[src/rtl/resilient_pkg.sv]
// Shared definitions for the resilient bundled-data sink bridge.
// Contents: FSM state type, default parameter values, FIFO entry layout.
package resilient_pkg;

    localparam int DATA_W_DEF      = 32;
    localparam int DEPTH_DEF       = 4;
    localparam int SYNC_STAGES_DEF = 2;
    localparam int ERRCNT_W_DEF    = 16;

    // Acceptance FSM: IDLE accepts directly, WAIT holds a pending token
    // until the FIFO can take it.
    typedef enum logic [0:0] {
        IDLE = 1'b0,
        WAIT = 1'b1
    } sink_state_e;

    // One buffered token at the default data width.
    typedef struct packed {
        logic                  err;
        logic [DATA_W_DEF-1:0] data;
    } sink_entry_t;

endpackage

[src/rtl/resilient_sink_fifo.sv]
// Show-ahead circular FIFO with an extra pointer bit for full/empty.
// Ports:
//   clk, rst      : clock, asynchronous active-low reset
//   push_i        : write push_data_i (ignored when full unless popping too)
//   push_data_i   : entry to write
//   pop_i         : consume head (ignored when empty)
//   head_o        : current head entry (show-ahead)
//   level_o       : occupancy 0..DEPTH
//   full_o        : level_o == DEPTH
//   empty_o       : level_o == 0
module resilient_sink_fifo #(
    parameter int WIDTH = 33,
    parameter int DEPTH = 4
) (
    input  logic                     clk,
    input  logic                     rst,
    input  logic                     push_i,
    input  logic [WIDTH-1:0]         push_data_i,
    input  logic                     pop_i,
    output logic [WIDTH-1:0]         head_o,
    output logic [$clog2(DEPTH):0]   level_o,
    output logic                     full_o,
    output logic                     empty_o
);

    localparam int AW = $clog2(DEPTH);

    logic [WIDTH-1:0] mem_q [DEPTH];
    logic [AW:0]      wr_ptr_q;
    logic [AW:0]      rd_ptr_q;
    logic             push_ok_s;
    logic             pop_ok_s;

    assign level_o   = wr_ptr_q - rd_ptr_q;
    assign full_o    = (level_o == (AW+1)'(DEPTH));
    assign empty_o   = (level_o == {(AW+1){1'b0}});
    assign pop_ok_s  = pop_i & ~empty_o;
    // A pop in the same cycle frees the slot the push needs.
    assign push_ok_s = push_i & (~full_o | pop_ok_s);
    assign head_o    = mem_q[rd_ptr_q[AW-1:0]];

    // Storage and pointer update.
    always_ff @(posedge clk or negedge rst) begin
        if (!rst) begin
            wr_ptr_q <= {(AW+1){1'b0}};
            rd_ptr_q <= {(AW+1){1'b0}};
            for (int i = 0; i < DEPTH; i++) begin
                mem_q[i] <= {WIDTH{1'b0}};
            end
        end else begin
            if (push_ok_s) begin
                mem_q[wr_ptr_q[AW-1:0]] <= push_data_i;
                wr_ptr_q                <= wr_ptr_q + {{AW{1'b0}}, 1'b1};
            end
            if (pop_ok_s) begin
                rd_ptr_q <= rd_ptr_q + {{AW{1'b0}}, 1'b1};
            end
        end
    end

endmodule

[src/rtl/resilient_sink_bridge.sv]
// Sink for a two-phase bundled-data pipeline stage: synchronises Rreq,
// buffers each token with its timing-error flag, presents tokens on a
// valid/ready interface and counts error-corrected tokens (saturating).
// Ports:
//   clk, rst             : system clock, asynchronous active-low reset
//   req_in / ack_out     : two-phase request / acknowledge with upstream
//   data_in / err_in     : bundled data and error flag (stable until ack)
//   out_valid/out_ready  : downstream handshake; out_data/out_err = head
//   err_clr / err_count  : clear / saturating count of err_in=1 tokens
//   fifo_level           : current FIFO occupancy
module resilient_sink_bridge
    import resilient_pkg::*;
#(
    parameter int DATA_W      = DATA_W_DEF,
    parameter int DEPTH       = DEPTH_DEF,
    parameter int SYNC_STAGES = SYNC_STAGES_DEF,
    parameter int ERRCNT_W    = ERRCNT_W_DEF
) (
    input  logic                    clk,
    input  logic                    rst,
    input  logic                    req_in,
    output logic                    ack_out,
    input  logic [DATA_W-1:0]       data_in,
    input  logic                    err_in,
    output logic                    out_valid,
    input  logic                    out_ready,
    output logic [DATA_W-1:0]       out_data,
    output logic                    out_err,
    input  logic                    err_clr,
    output logic [ERRCNT_W-1:0]     err_count,
    output logic [$clog2(DEPTH):0]  fifo_level
);

    logic [SYNC_STAGES-1:0] sync_q;
    logic                   req_s;
    logic                   phase_q;
    sink_state_e            state_q;
    logic                   pending_s;
    logic                   pop_s;
    logic                   push_ok_s;
    logic                   push_s;
    logic                   full_s;
    logic                   empty_s;
    logic [ERRCNT_W-1:0]    err_cnt_q;

    assign req_s     = sync_q[SYNC_STAGES-1];
    // The phase register doubles as the acknowledge: equal phases mean idle.
    assign pending_s = req_s ^ phase_q;
    assign pop_s     = out_valid & out_ready;
    assign push_ok_s = ~full_s | pop_s;
    assign ack_out   = phase_q;
    assign out_valid = ~empty_s;
    assign err_count = err_cnt_q;

    // Request synchroniser chain; data is never synchronised (bundled).
    always_ff @(posedge clk or negedge rst) begin
        if (!rst) begin
            sync_q <= {SYNC_STAGES{1'b0}};
        end else begin
            sync_q <= {sync_q[SYNC_STAGES-2:0], req_in};
        end
    end

    // Push decode for the current FSM state.
    always_comb begin
        push_s = 1'b0;
        case (state_q)
            IDLE:    push_s = pending_s & push_ok_s;
            WAIT:    push_s = pending_s & push_ok_s;
            default: push_s = 1'b0;
        endcase
    end

    // Acceptance FSM with the phase/acknowledge register.
    always_ff @(posedge clk or negedge rst) begin
        if (!rst) begin
            state_q <= IDLE;
            phase_q <= 1'b0;
        end else begin
            if (push_s) begin
                phase_q <= ~phase_q;
            end
            case (state_q)
                IDLE: begin
                    if (pending_s && !push_ok_s) begin
                        state_q <= WAIT;
                    end
                end
                WAIT: begin
                    if (push_s) begin
                        state_q <= IDLE;
                    end
                end
                default: state_q <= IDLE;
            endcase
        end
    end

    // Saturating error counter; a clear coinciding with an error push leaves 1.
    always_ff @(posedge clk or negedge rst) begin
        if (!rst) begin
            err_cnt_q <= {ERRCNT_W{1'b0}};
        end else if (err_clr) begin
            err_cnt_q <= (push_s && err_in) ? {{(ERRCNT_W-1){1'b0}}, 1'b1}
                                            : {ERRCNT_W{1'b0}};
        end else if (push_s && err_in && (err_cnt_q != {ERRCNT_W{1'b1}})) begin
            err_cnt_q <= err_cnt_q + {{(ERRCNT_W-1){1'b0}}, 1'b1};
        end
    end

    resilient_sink_fifo #(
        .WIDTH (DATA_W + 1),
        .DEPTH (DEPTH)
    ) u_fifo (
        .clk         (clk),
        .rst         (rst),
        .push_i      (push_s),
        .push_data_i ({err_in, data_in}),
        .pop_i       (pop_s),
        .head_o      ({out_err, out_data}),
        .level_o     (fifo_level),
        .full_o      (full_s),
        .empty_o     (empty_s)
    );

endmodule

[config.mk]
export PLATFORM = sky130hd
export DESIGN_NAME = resilient_sink_bridge
export DESIGN_NICKNAME = d
export VERILOG_FILES = /design/src/rtl/resilient_pkg.sv /design/src/rtl/resilient_sink_fifo.sv /design/src/rtl/resilient_sink_bridge.sv
export SDC_FILE = /design/constraint.sdc
export NUM_CORES = 1
export LEC_CHECK = 0
export ABC_AREA = 1
export BUFFER_PORTS_ARGS = -buffer_cell sky130_fd_sc_hd__clkbuf_2
export CAP_MARGIN = 20
export CELL_PAD_IN_SITES_DETAIL_PLACEMENT = 0
export CELL_PAD_IN_SITES_GLOBAL_PLACEMENT = 1
export CORE_UTILIZATION = 40
export CTS_CLUSTER_SIZE = 28
export DETAILED_ROUTE_END_ITERATION = 6
export GPL_ROUTABILITY_DRIVEN = 0
export PLACE_DENSITY_LB_ADDON = 0.1
export SETUP_SLACK_MARGIN = 0.05
export SLEW_MARGIN = 0
export SYNTH_ARGS = -nofsm -noshare
export SYNTH_HDL_FRONTEND = slang
export SYNTH_SLANG_ARGS = --single-unit
[constraint.sdc]
create_clock -name clk -period 2 [get_ports clk]
set_clock_uncertainty 0.05 [all_clocks]
set_input_delay 0.4 -clock clk [delete_from_list [all_inputs] [get_ports clk]]
set_output_delay 0.4 -clock clk [all_outputs]
set_load 0.02 [all_outputs]
After elaboration in Yosys (flattened, before gate mapping). Cells that the tools add are included. W data, S select, Z words.

Add/sub/neg operators: 4. Order comparisons: 3. Equality and inequality tests: 2. Mux-type cells: 9. Bitwise logic cells: 12. Reduce and logical (&&, ||, !) cells: 5.

Operators by type and width (count): $bwmux W132 (1); $mux W33 (3); $bmux W33 S2 (1); $demux W33 S2 (1); $mux W16 (2); $add A16 B1 Y16 const B (1); $ne A16 B16 Y1 const B (1); $add A3 B1 Y3 const B (2); $ge A3 B3 Y1 const B (2); $not A2 Y3 (2); $and A1 B1 Y1 (4); $eq A3 B3 Y1 const B (1); $logic_and A1 B1 Y1 (3); $logic_not A3 Y1 (1); $lt A3 B1 Y1 const B (1); $not A1 Y1 (3); $sub A3 B3 Y3 (1); $or A1 B1 Y1 (2); $reduce_bool A2 Y1 (1); $mux W1 (1); $xor A1 B1 Y1 (1).

Bits in registers: 157. Input bits: 38. Logic and storage cells: 44.

Depth between registers and ports, before layout. Gate-level depths: netlist of the first run.

Word-level depth: 10. Gate-level depth with buffers: 15.

Modules after synthesis. A second synthesis of the first run with hierarchy kept.

Cell total of the unflattened synthesis: 986. Area total of the unflattened synthesis: 7863.8 µm².

Modules (own cells, without submodules): resilient_sink_fifo (times used 1, cells each 827, area each 6713.9 µm², sequential area each 3453.3 µm²); resilient_sink_bridge (times used 1, cells each 159, area each 1149.9 µm², sequential area each 475.5 µm²).

Worst setup path after synthesis of the first run. Ideal clock, no wire load.

Path type: register to register. Start point: reg u_fifo.wr_ptr_q[0]. End point: reg u_fifo.mem_q[11] in the netlist's numbering. Data arrival time: 2075 ps. Setup slack: -257 ps. Stages on the path, launching flop included: 12. Buffers on the path: 1. Cells stage by stage: dfrtp_1 > inv_1 > ha_1 > fa_1 > inv_1 > nor3_2 > nand3_2 > nand2_4 > inv_6 > nand2_4 > clkbuf_1 > o21ai_0.

Cells in the longest elaborated chain, start to end: 7. Elaborated cells on any way between the ends: 18. Those cells by class: 1 x add/sub; 2 x order compare; 1 x eq/ne; 3 x mux; 9 x bitwise; 2 x reduce/logical.

Ends and longest elaborated chain: start: declaration (RTL line resilient_sink_fifo.sv:29) `logic [AW:0] wr_ptr_q;`; start signal: assignment (RTL line resilient_sink_fifo.sv:45) `wr_ptr_q <= {(AW+1){1'b0}};`; start signal: assignment (RTL line resilient_sink_fifo.sv:53) `wr_ptr_q <= wr_ptr_q + {{AW{1'b0}}, 1'b1};`; $sub A3 B3 Y3 * (RTL line resilient_sink_fifo.sv:34) `assign level_o = wr_ptr_q - rd_ptr_q;`; via fifo_level[1] (RTL line resilient_sink_bridge.sv:31) `output logic [$clog2(DEPTH):0] fifo_level`; $logic_not A3 Y1 (RTL line resilient_sink_fifo.sv:36) `assign empty_o = (level_o == {(AW+1){1'b0}});`; $not A1 Y1 (RTL line resilient_sink_fifo.sv:37, resilient_sink_bridge.sv:52); $and A1 B1 Y1 (RTL line resilient_sink_bridge.sv:49) `assign pop_s = out_valid & out_ready;`; $or A1 B1 Y1 / $and A1 B1 Y1 (equally long branches) (RTL line resilient_sink_bridge.sv:50, resilient_sink_fifo.sv:37); $and A1 B1 Y1 / $or A1 B1 Y1 (equally long branches) (RTL line resilient_sink_bridge.sv:68, resilient_sink_bridge.sv:69, resilient_sink_fifo.sv:39); $and A1 B1 Y1 * (RTL line resilient_sink_fifo.sv:39) `assign push_ok_s = push_i & (~full_o | pop_ok_s);`; end signal: indexed assignment (RTL line resilient_sink_fifo.sv:48) `mem_q[i] <= {WIDTH{1'b0}};`; end signal: indexed assignment (RTL line resilient_sink_fifo.sv:52) `mem_q[wr_ptr_q[AW-1:0]] <= push_data_i;`; end: declaration (RTL line resilient_sink_fifo.sv:28) `logic [WIDTH-1:0] mem_q [DEPTH];`.

The timed path passes the listed nets; every way through them passes the cells marked *. A chain may end at the register's enable or synchronous reset.

Worst setup path after layout of the first run.
Start point: reg u_fifo.rd_ptr_q[0]. End point: out out_valid.

Cells in the longest elaborated chain, start to end: 3.

Ends and longest elaborated chain: start: declaration (RTL line resilient_sink_fifo.sv:30) `logic [AW:0] rd_ptr_q;`; start signal: assignment (RTL line resilient_sink_fifo.sv:46) `rd_ptr_q <= {(AW+1){1'b0}};`; start signal: assignment (RTL line resilient_sink_fifo.sv:56) `rd_ptr_q <= rd_ptr_q + {{AW{1'b0}}, 1'b1};`; $sub A3 B3 Y3 (RTL line resilient_sink_fifo.sv:34); $logic_not A3 Y1 (RTL line resilient_sink_fifo.sv:36); $not A1 Y1 (RTL line resilient_sink_bridge.sv:52) `assign out_valid = ~empty_s;`; end: declaration (RTL line resilient_sink_bridge.sv:25) `output logic out_valid,`.

Every way passes these cells.

==> qor.txt, run 1 <==
min-delay src -> req_in
number of CTS-inserted buffers -> 17
worst path required time -> 1550 ps
port buffer count -> 91
# IOs -> 92
clock transition at the registers of the reported paths -> 60 ps
DR WL/cell -> 20.6 um
first-pass GRT wire length -> 34,400 um
Root Buffer -> clkbuf_16
Initial DRC Count -> 384
Slew headroom -> 61.3%
Tot GR Track Use -> 24.4%
PnR worst setup slack -> -431 ps
pre-CTS setup slack -> -179 ps
Core ar. -> 18,000 um2
Antenna Cells -> 0
failing checks -> negative setup slack
VDD IR-drop max -> 1.28 mV
Max Fclk -> 411 MHz
WHS Path Cells -> 1
setup violators final -> 190
post-route ant nets -> 0
most frequent cells after synthesis -> nand2_1, dfrtp_1, o21ai_0, nor2_1, inv_1
layer carrying the most global-route usage -> met2
Avg Inst Size Synth -> 8.67 um2
Synth top area share -> 53.3%
Critical Path Sink Type -> output pin
grt total ovfl -> 0
Async S/R FF share, synth -> 100%
fin nets -> 1,092
Max FO, Critical Path -> 2
area grow syn2layout -> 67.8%
crit path kind -> flip-flop to output pin
number of library cell types mapped by synthesis -> 31
FF-to-FF path depth -> 13
synthesized instance count -> 851
worst hold path type -> input pin to flip-flop
status -> finished, violations left
floorplan row count -> 49
width of the die -> 138 um
R2R Path End -> u_fifo.mem_q[105]$_DFFE_PN0P_
Initial Utilization -> 40.9%
Fin Setup TNS -> -59,810 ps
most frequent cell after synthesis -> nand2_1
layout cells sized above 1 -> 51.6%
Num Clock Sinks -> 157
leakage -> 5.75 nW
max cap viols -> 0
TritonRoute pass-1 iters -> 4
final max-slew violation count -> 0
Period minus WS final -> 2430 ps
met1 Usage GRT -> 31.2%
area leader, netlist -> dfrtp_1
die footprint -> 19,000 um2
DP Wirelength -> 12,100 um
Hold WS -> 33.4 ps
number of global-route vias before repair -> 6,447
FF-to-FF Start -> u_fifo.rd_ptr_q[0]$_DFFE_PN0P_
Vias per Instance -> 5.48
clock latency on the worst-skew pair -> 420 ps
CTS H-tree depth -> 4
initial antenna violation count -> 0
Post-Synthesis Net Count -> 897
Total Routed Length -> 26,400 um
RSZ-0062 raised after global routing -> true
Yosys warnings -> 0
CP arrival -> 1980 ps
Yosys reg bits -> 157
clock tree buffer depth -> 2
Final Cycle Share -> 122%
reg2reg setup slack -> -430 ps
routed vias -> 7,030
PwrDens -> 2090 nW/um2
Mapped Area -> 7380 um2
Worst Setup Start Kind -> flip-flop
final hold vios -> 0
DRC -> 0
met2 Use GR -> 41.2%
Worst Tran Pin Value -> 580 ps
EDFF count, synth -> 0
register area share after synthesis -> 53.3%
pin count of the biggest net entering global routing -> 54
Die H -> 138 um
Power Total -> 25.8 mW
most common flop cell mapped by yosys -> dfrtp_1
Synth area leaders -> dfrtp_1, o21ai_0, nand2_1
utilization of the core after routing -> 68.7%
CTS tree -> yes
Worst Hold End -> sync_q[0]$_DFF_PN0_
GRT met3 Usage -> 4.08%
-- area by class of cell --
class | count | area (um2)
fillers | 1335 | 5640
multi-input cells | 593 | 4250
flip-flops and latches | 157 | 3930
repair buffers | 221 | 3000
clock buffers | 19 | 453
well taps | 229 | 287
inverters | 54 | 260
clock inverters | 8 | 168
repair inverters | 2 | 32.5
-- cell families after synthesis --
logic type	after synthesis	share of synthesized area (%)
buffers and inverters	106	7.46
AO/OA/AOI/OAI	235	17.5
AND/OR/NAND/NOR	328	18.2
XOR/XNOR	17	2.12
adder cells (fa/ha/maj)	8	1.46
flip-flops	157	53.3
-- critical path: stages (launching register included) --
cell and delay (ps):
dfrtp_2 430, ha_4 170, fa_2 370, nand2_2 80, nand3b_1 160, nand2_4 140, nand3_4 80, buf_8 140
-- how the worst max path moves through the flow --
stage	from	to	slack (ps)
final	u_fifo.rd_ptr_q[0]$_DFFE_PN0P_	out_valid	-430
after global routing	u_fifo.wr_ptr_q[0]$_DFFE_PN0P_	u_fifo.mem_q[105]$_DFFE_PN0P_	-520
after CTS	u_fifo.rd_ptr_q[0]$_DFFE_PN0P_	out_valid	-380
after detailed placement	u_fifo.rd_ptr_q[0]$_DFFE_PN0P_	out_data[2]	-180
after global placement	u_fifo.rd_ptr_q[0]$_DFFE_PN0P_	out_data[2]	-170
after floorplan	u_fifo.rd_ptr_q[0]$_DFFE_PN0P_	u_fifo.mem_q[25]$_DFFE_PN0P_	-170
-- metal layers --
metal / vias up / wire length, um / share of wire [%]
li1: 3254 / - / -
met1: 3519 / 11000 / 42
met2: 196 / 13700 / 52
met3: 61 / 910 / 3.4
met4: 0 / 861 / 3.3
met5: - / 0 / 0
-- placed cells by master (no fill, tap or decap), types with 2 or more instances in the layout --
cell	count
xor2_1	13
o21ai_1	70
nor2_2	20
clkbuf_2	54
buf_8	12
o22ai_2	26
buf_16	16
dfrtp_2	2
clkinv_2	2
o21ai_4	14
o21ai_0	9
o21ai_2	106
nor2_1	52
ha_1	6
nand2_1	116
bufinv_16	5
o22ai_1	6
buf_4	36
inv_2	5
xnor2_1	2
buf_6	24
nand3_1	27
nand4_1	3
dfrtp_1	155
buf_12	41
nand2_2	59
o21bai_1	2
clkbuf_16	37
nor2_4	21
nand2_4	18
clkbuf_8	19
nand3_4	3
nand2_8	9
clkinv_16	2
inv_1	46
-- repair_timing --
action / CTS / global route
pin swaps: 39 / 38
hold buffers: 1 / 0
resized for setup: 266 / 319
endpoints found under the hold margin: 46 / 0
gates cloned: 23 / 30
endpoints found under the setup margin: 187 / 191
setup buffers: 21 / 23
-- registers in the layout, indices dropped and copies added, names as in the netlist --
name and count:
u_fifo.mem_q 132, u_fifo.wr_ptr_q 3, ack_out 1, err_count 16
sync_q 2, u_fifo.rd_ptr_q 3
-- metrics by stage --
| step | std cells | instance area (um2) |
|---|---|---|
| global placement | 1168 | 8400 |
| global route | 1283 | 12400 |
| detailed placement | 1168 | 8400 |
| floorplan | 851 | 7410 |
| finish | 1283 | 12400 |
| CTS | 1240 | 10600 |
-- where the power goes --
part           switching, mW  internal [mW]  total, mW
clock network           1.27           2.24       3.51
registers               1.20           4.55       5.75
logic                   8.22           8.36       16.6
total                   10.7           15.1       25.8
No activity file was read; power rests on OpenSTA's default activity.
==> run 2, diff against run 1 <==
--- a/config.mk
+++ b/config.mk
@@ -10,7 +10,7 @@
 export CAP_MARGIN = 20
 export CELL_PAD_IN_SITES_DETAIL_PLACEMENT = 0
 export CELL_PAD_IN_SITES_GLOBAL_PLACEMENT = 1
-export CORE_UTILIZATION = 40
+export CORE_UTILIZATION = 44
 export CTS_CLUSTER_SIZE = 28
 export DETAILED_ROUTE_END_ITERATION = 6
 export GPL_ROUTABILITY_DRIVEN = 0
==> constraint.sdc (replaced) <==
create_clock -name clk -period 2.29 [get_ports clk]
set_clock_uncertainty 0.05 [all_clocks]
set_input_delay 0.458 -clock clk [delete_from_list [all_inputs] [get_ports clk]]
set_output_delay 0.458 -clock clk [all_outputs]
set_load 0.02 [all_outputs]
==> run 2 against run 1 <==
Compared with the run above: the flow still finishes with violations (negative setup slack); cell count down 2.5%; die area fell by 9.0%; sequential share of layout area up 2.5 points; register-to-register slack improved by 180 ps; utilization up 2.5 points; sequential power shrank 14%; global-route usage increased by 2.3 points; routed wire length grew 11%; final area fell by 7.3%; critical path type is now flip-flop to flip-flop.
==> qor.txt, run 2 (synthesized netlist as in run 1, its figures left out) <==
status -> finished, violations left
failing checks -> negative setup slack
Tot GR Track Use -> 26.6%
utilization of the core after routing -> 71.2%
area grow syn2layout -> 55.5%
delay-heaviest family, CP -> buffers and inverters
Layout Cell Area excl Fill -> 11,500 um2
Fin Setup TNS -> -8430 ps
Initial DRC Count -> 808
final hold vios -> 0
worst hold path type -> input pin to flip-flop
most flop-heavy register -> u_fifo.mem_q
VDD IR-drop max -> 1.65 mV
Cell Count, Final, Fillers Out -> 1,251
post-route ant nets -> 0
worst path cell trace -> inv_2, ha_4, fa_2, nand2_1, nand3b_1, buf_4, nand3_2, nand2_4, clkinv_8, buf_8, nand2_8, clkbuf_16, o21ai_0
FF-to-FF path depth -> 13
reg2reg setup slack -> -250 ps
width of the die -> 131 um
Slew headroom -> 66.6%
routed vias -> 7,334
Period minus WS final -> 2540 ps
leakage -> 5.42 nW
Root Buffer -> clkbuf_16
DR WL/cell -> 23.5 um
Worst Hold End -> sync_q[0]$_DFF_PN0_
Die H -> 131 um
Worst Setup Start Kind -> flip-flop
Worst Tran Pin Value -> 501 ps
Core ar. -> 16,100 um2
clock transition at the registers of the reported paths -> 60 ps
CTS H-tree depth -> 4
grt total ovfl -> 0
number of CTS-inserted buffers -> 17
most frequent cells in the layout -> nand2_1, dfrtp_1, o21ai_1, o21ai_0, clkbuf_2
DP Wirelength -> 10,800 um
# IOs -> 92
layout cells sized above 1 -> 38.2%
Initial Utilization -> 45.8%
PnR worst setup slack -> -251 ps
R2R Path End -> u_fifo.mem_q[74]$_DFFE_PN0P_
Critical Path Sink Type -> flip-flop
slowest stage delay, CP -> 370 ps
TritonRoute pass-1 iters -> 5
die footprint -> 17,300 um2
Antenna Cells -> 0
min-delay src -> req_in
clock tree buffer depth -> 2
RSZ-0062 raised after global routing -> true
max reg flops -> 132
WP buf/inv -> 5
WHS Path Cells -> 1
Max Fclk -> 394 MHz
dpl cells -> 1,128
setup violators final -> 126
DRC -> 0
DP Area -> 8100 um2
initial antenna violation count -> 0
Vias per Instance -> 5.86
FF-to-FF Start -> u_fifo.wr_ptr_q[0]$_DFFE_PN0P_
Total Routed Length -> 29,400 um
floorplan row count -> 46
final max-slew violation count -> 0
Num Clock Sinks -> 157
Slowest cell on crit path -> dfrtp_1
number of global-route vias before repair -> 6,529
PwrDens -> 1840 nW/um2
max cap viols -> 0
worst path required time -> 2540 ps
CTS tree -> yes
fin nets -> 1,068
Max FO, Critical Path -> 7
crit path kind -> flip-flop to flip-flop
first-pass GRT wire length -> 35,400 um
Final Cycle Share -> 111%
pin count of the biggest net entering global routing -> 62
CP arrival -> 2790 ps
port buffer count -> 91
Power Total -> 21.1 mW
clock latency on the worst-skew pair -> 430 ps
commonest non-fill, non-tap cell in the layout -> nand2_1
## run 2: metrics by stage
step                hold slack [ps]  setup slack (ps)
global placement                283              54.7
finish                         85.3              -251
CTS                            80.2              -148
detailed placement              298              37.6
global route                   72.6              -391
floorplan                       112              71.8
## run 2: cell type report
type	instances	area [um2]
flip-flops and latches	157	3930
multi-input cells	593	3780
inverters	54	244
fillers	1124	4640
repair buffers	197	2630
well taps	216	270
clock inverters	14	144
clock buffers	18	439
repair inverters	2	28.8
## run 2: worst max path at each step
stage                              startpoint                           end  slack, ps  depth (start not counted)
3_3_place_gp   u_fifo.rd_ptr_q[0]$_DFFE_PN0P_      err_count[5]$_DFFE_PN0P_         50                         12
5_1_grt        u_fifo.wr_ptr_q[0]$_DFFE_PN0P_  u_fifo.mem_q[74]$_DFFE_PN0P_       -390                         13
6_report       u_fifo.wr_ptr_q[0]$_DFFE_PN0P_  u_fifo.mem_q[74]$_DFFE_PN0P_       -250                         13
3_5_place_dp   u_fifo.wr_ptr_q[0]$_DFFE_PN0P_     err_count[12]$_DFFE_PN0P_         40                         13
2_1_floorplan  u_fifo.wr_ptr_q[0]$_DFFE_PN0P_  u_fifo.mem_q[11]$_DFFE_PN0P_         70                         11
4_1_cts        u_fifo.rd_ptr_q[0]$_DFFE_PN0P_                     out_valid       -150                          9
## run 2: repair_timing
item,in CTS,in global routing
pin swaps,34,49
hold buffers,1,0
gates cloned,17,44
endpoints found under the hold margin,36,0
setup endpoints to repair,65,183
buffers inserted,19,14
gates resized for setup,201,226
## run 2: power by group
group	internal, mW	total, mW	switching (mW)
clock network	1.63	2.84	1.20
registers	3.97	4.95	0.978
logic	6.26	13.3	7.06
total	11.9	21.1	9.24
## run 2: layer usage
metal  part of all wire [%]  routed length (um)  track usage, %
met5                      0                   0               0
met2                     46               13500            41.9
met4                    5.2                1530            13.5
met1                     40               11700            34.3
met3                    8.9                2610            6.21
==> run 3, diff against run 2 <==
--- a/config.mk
+++ b/config.mk
@@ -5,12 +5,11 @@
 export SDC_FILE = /design/constraint.sdc
 export NUM_CORES = 1
 export LEC_CHECK = 0
-export ABC_AREA = 1
 export BUFFER_PORTS_ARGS = -buffer_cell sky130_fd_sc_hd__clkbuf_2
 export CAP_MARGIN = 20
 export CELL_PAD_IN_SITES_DETAIL_PLACEMENT = 0
 export CELL_PAD_IN_SITES_GLOBAL_PLACEMENT = 1
-export CORE_UTILIZATION = 44
+export CORE_UTILIZATION = 48
 export CTS_CLUSTER_SIZE = 28
 export DETAILED_ROUTE_END_ITERATION = 6
 export GPL_ROUTABILITY_DRIVEN = 0
==> run 3 against run 2 <==
Compared with the run above: the run still ends with negative setup slack left; cell count shrank 37%; count of clock-buffer cells in the layout rose by 1; routed wire length down 44%; maximum frequency increased by 2.7%; combinational power fell by 34%; non-clock buffer count is 51 lower; critical path depth fell by 8; critical path type is now flip-flop to output pin; highest routed layer unchanged.
==> qor.txt, run 3 <==
Max Fclk -> 404 MHz
VDD IR-drop max -> 1.01 mV
pin count of the biggest net entering global routing -> 54
Post-Synthesis Net Count -> 498
PwrDens -> 1730 nW/um2
routed vias -> 4,405
CTS H-tree depth -> 4
worst path required time -> 1780 ps
CP arrival -> 1970 ps
setup violators final -> 184
clock tree buffer depth -> 2
post-synthesis simple-gate area fraction -> 4.07%
post-route ant nets -> 0
Period minus WS final -> 2470 ps
CTS tree -> yes
most frequent cells after synthesis -> dfrtp_1, mux2_2, mux4_2, buf_6
slowest stage delay, CP -> 570 ps
register area share after synthesis -> 55.3%
number of CTS-inserted buffers -> 17
Synth top area share -> 55.3%
max cap viols -> 0
Core ar. -> 14,500 um2
Worst Setup Start Kind -> flip-flop
Critical Path Sink Type -> output pin
WP buf/inv -> 2
DP Wirelength -> 8920 um
first-pass GRT wire length -> 25,100 um
PnR worst setup slack -> -185 ps
grt total ovfl -> 0
layout cells sized above 1 -> 61.2%
worst hold path type -> input pin to flip-flop
floorplan row count -> 44
mux share of post-synthesis cell area -> 32.0%
Max FO, Critical Path -> 3
delay-heaviest family, CP -> adder cells
initial antenna violation count -> 0
fin nets -> 639
synthesized instance count -> 452
utilization of the core after routing -> 65.8%
area leader, netlist -> dfrtp_1
Power Total -> 16.5 mW
Slowest cell on crit path -> fa_2
Synth area leaders -> dfrtp_1, mux2_2, mux4_2
port buffer count -> 91
Vias per Instance -> 5.58
Num Clock Sinks -> 157
Compound-Gate Fraction of Synth Area -> 2.18%
Slew headroom -> 64.9%
most flop-heavy register -> u_fifo.mem_q
most frequent cells in the layout -> dfrtp_1, clkbuf_2, mux2_4, mux2_2, mux4_2
DRC -> 0
# IOs -> 92
TritonRoute pass-1 iters -> 4
die footprint -> 15,300 um2
final max-slew violation count -> 0
worst path cell trace -> ha_4, fa_2, buf_6, nand3_2, buf_8
Initial Utilization -> 49.1%
Total Routed Length -> 16,300 um
final hold vios -> 0
Initial DRC Count -> 133
Avg Inst Size Synth -> 15.7 um2
crit path kind -> flip-flop to output pin
RSZ-0062 raised after global routing -> true
Post-Synth Adder-Cell Area -> 1.51%
clock latency on the worst-skew pair -> 430 ps
Antenna Cells -> 0
Mapped Area -> 7100 um2
Worst Tran Pin Value -> 527 ps
Root Buffer -> clkbuf_16
most frequent cell after synthesis -> dfrtp_1
Final Cycle Share -> 108%
commonest non-fill, non-tap cell in the layout -> dfrtp_1
clock transition at the registers of the reported paths -> 60 ps
failing checks -> negative setup slack
Yosys reg bits -> 157
most common flop cell mapped by yosys -> dfrtp_1
EDFF count, synth -> 0
width of the die -> 124 um
DR WL/cell -> 20.7 um
Yosys warnings -> 0
main combinational cell family by area after synthesis -> multiplexers
status -> finished, violations left
xor and xnor area share after synthesis -> 1.81%
max reg flops -> 132
number of library cell types mapped by synthesis -> 32
leakage -> 4.48 nW
area grow syn2layout -> 34.2%
Async S/R FF share, synth -> 100%
Die H -> 124 um
number of global-route vias before repair -> 4,682
Tot GR Track Use -> 22.7%
==> run 3: worst paths after layout <==
check / startpoint / end / slack (ps) / cells past startpoint
max: u_fifo.rd_ptr_q[0]$_DFFE_PN0P_ / out_valid / -180 / 5
min: req_in / sync_q[0]$_DFF_PN0_ / 90 / 1
max reg2reg: u_fifo.rd_ptr_q[0]$_DFFE_PN0P_ / u_fifo.mem_q[82]$_DFFE_PN0P_ / -160 / 10
min reg2reg: sync_q[0]$_DFF_PN0_ / sync_q[1]$_DFF_PN0_ / 300 / 0
max in group asynchronous: rst / u_fifo.mem_q[16]$_DFFE_PN0P_ / 1010 / 3
min in group asynchronous: rst / u_fifo.mem_q[36]$_DFFE_PN0P_ / 520 / 2
==> run 3: power by group <==
part | switching (mW) | leakage [nW] | internal (mW) | total (mW)
registers | 0.704 | 1.89 | 4.09 | 4.79
clock network | 1.14 | 0.297 | 1.78 | 2.92
logic | 3.75 | 2.29 | 5.00 | 8.75
==> run 3: cell families (layout without fill, tap and decap cells) <==
group                      after synthesis  in the layout
DFF                                    157            157
adders and majority gates                8              8
muxes                                  169            169
and+or+nand+nor                         54             54
AOI/OAI and AO/OA                       21             22
xor gates and xnor gates                13             13
buffers and inverters                   30            183
==> run 3: repair_timing <==
item / CTS / global route
buffers inserted: 19 / 4
pin swaps: 21 / 7
gates resized for setup: 72 / 84
hold endpoints to repair: 50 / 0
endpoints found under the setup margin: 183 / 185
hold buffers: 1 / 0
gates cloned: 14 / 2
==> run 3: metal layers <==
metal / up-vias / share of wire [%] / GRT usage [%]
met5: - / 0 / 0
met3: 19 / 3.8 / 5.40
met1: 2327 / 47 / 30.1
met2: 91 / 48 / 36.5
li1: 1968 / - / -
met4: 0 / 1.7 / 8.36
==> run 3: through the flow <==
stage	instance area [um2]	setup WS [ps]	hold slack (ps)	TNS (ps)	std cells
floorplan	7130	27.9	112	0	452
global route	9530	-242	75.5	-28390	790
detailed placement	7950	-37.0	286	-1470	728
global placement	7950	-9.48	282	-135	728
CTS	9440	-184	73.8	-16850	794
finish	9530	-185	86.9	-15200	790
==> run 3: final cells by class <==
type | count | area (um2)
clock buffers | 19 | 453
clock inverters | 13 | 165
fillers | 1043 | 4940
inverters | 5 | 18.8
multi-input cells | 266 | 3370
flip-flops and latches | 157 | 3930
well taps | 184 | 230
repair buffers | 146 | 1360
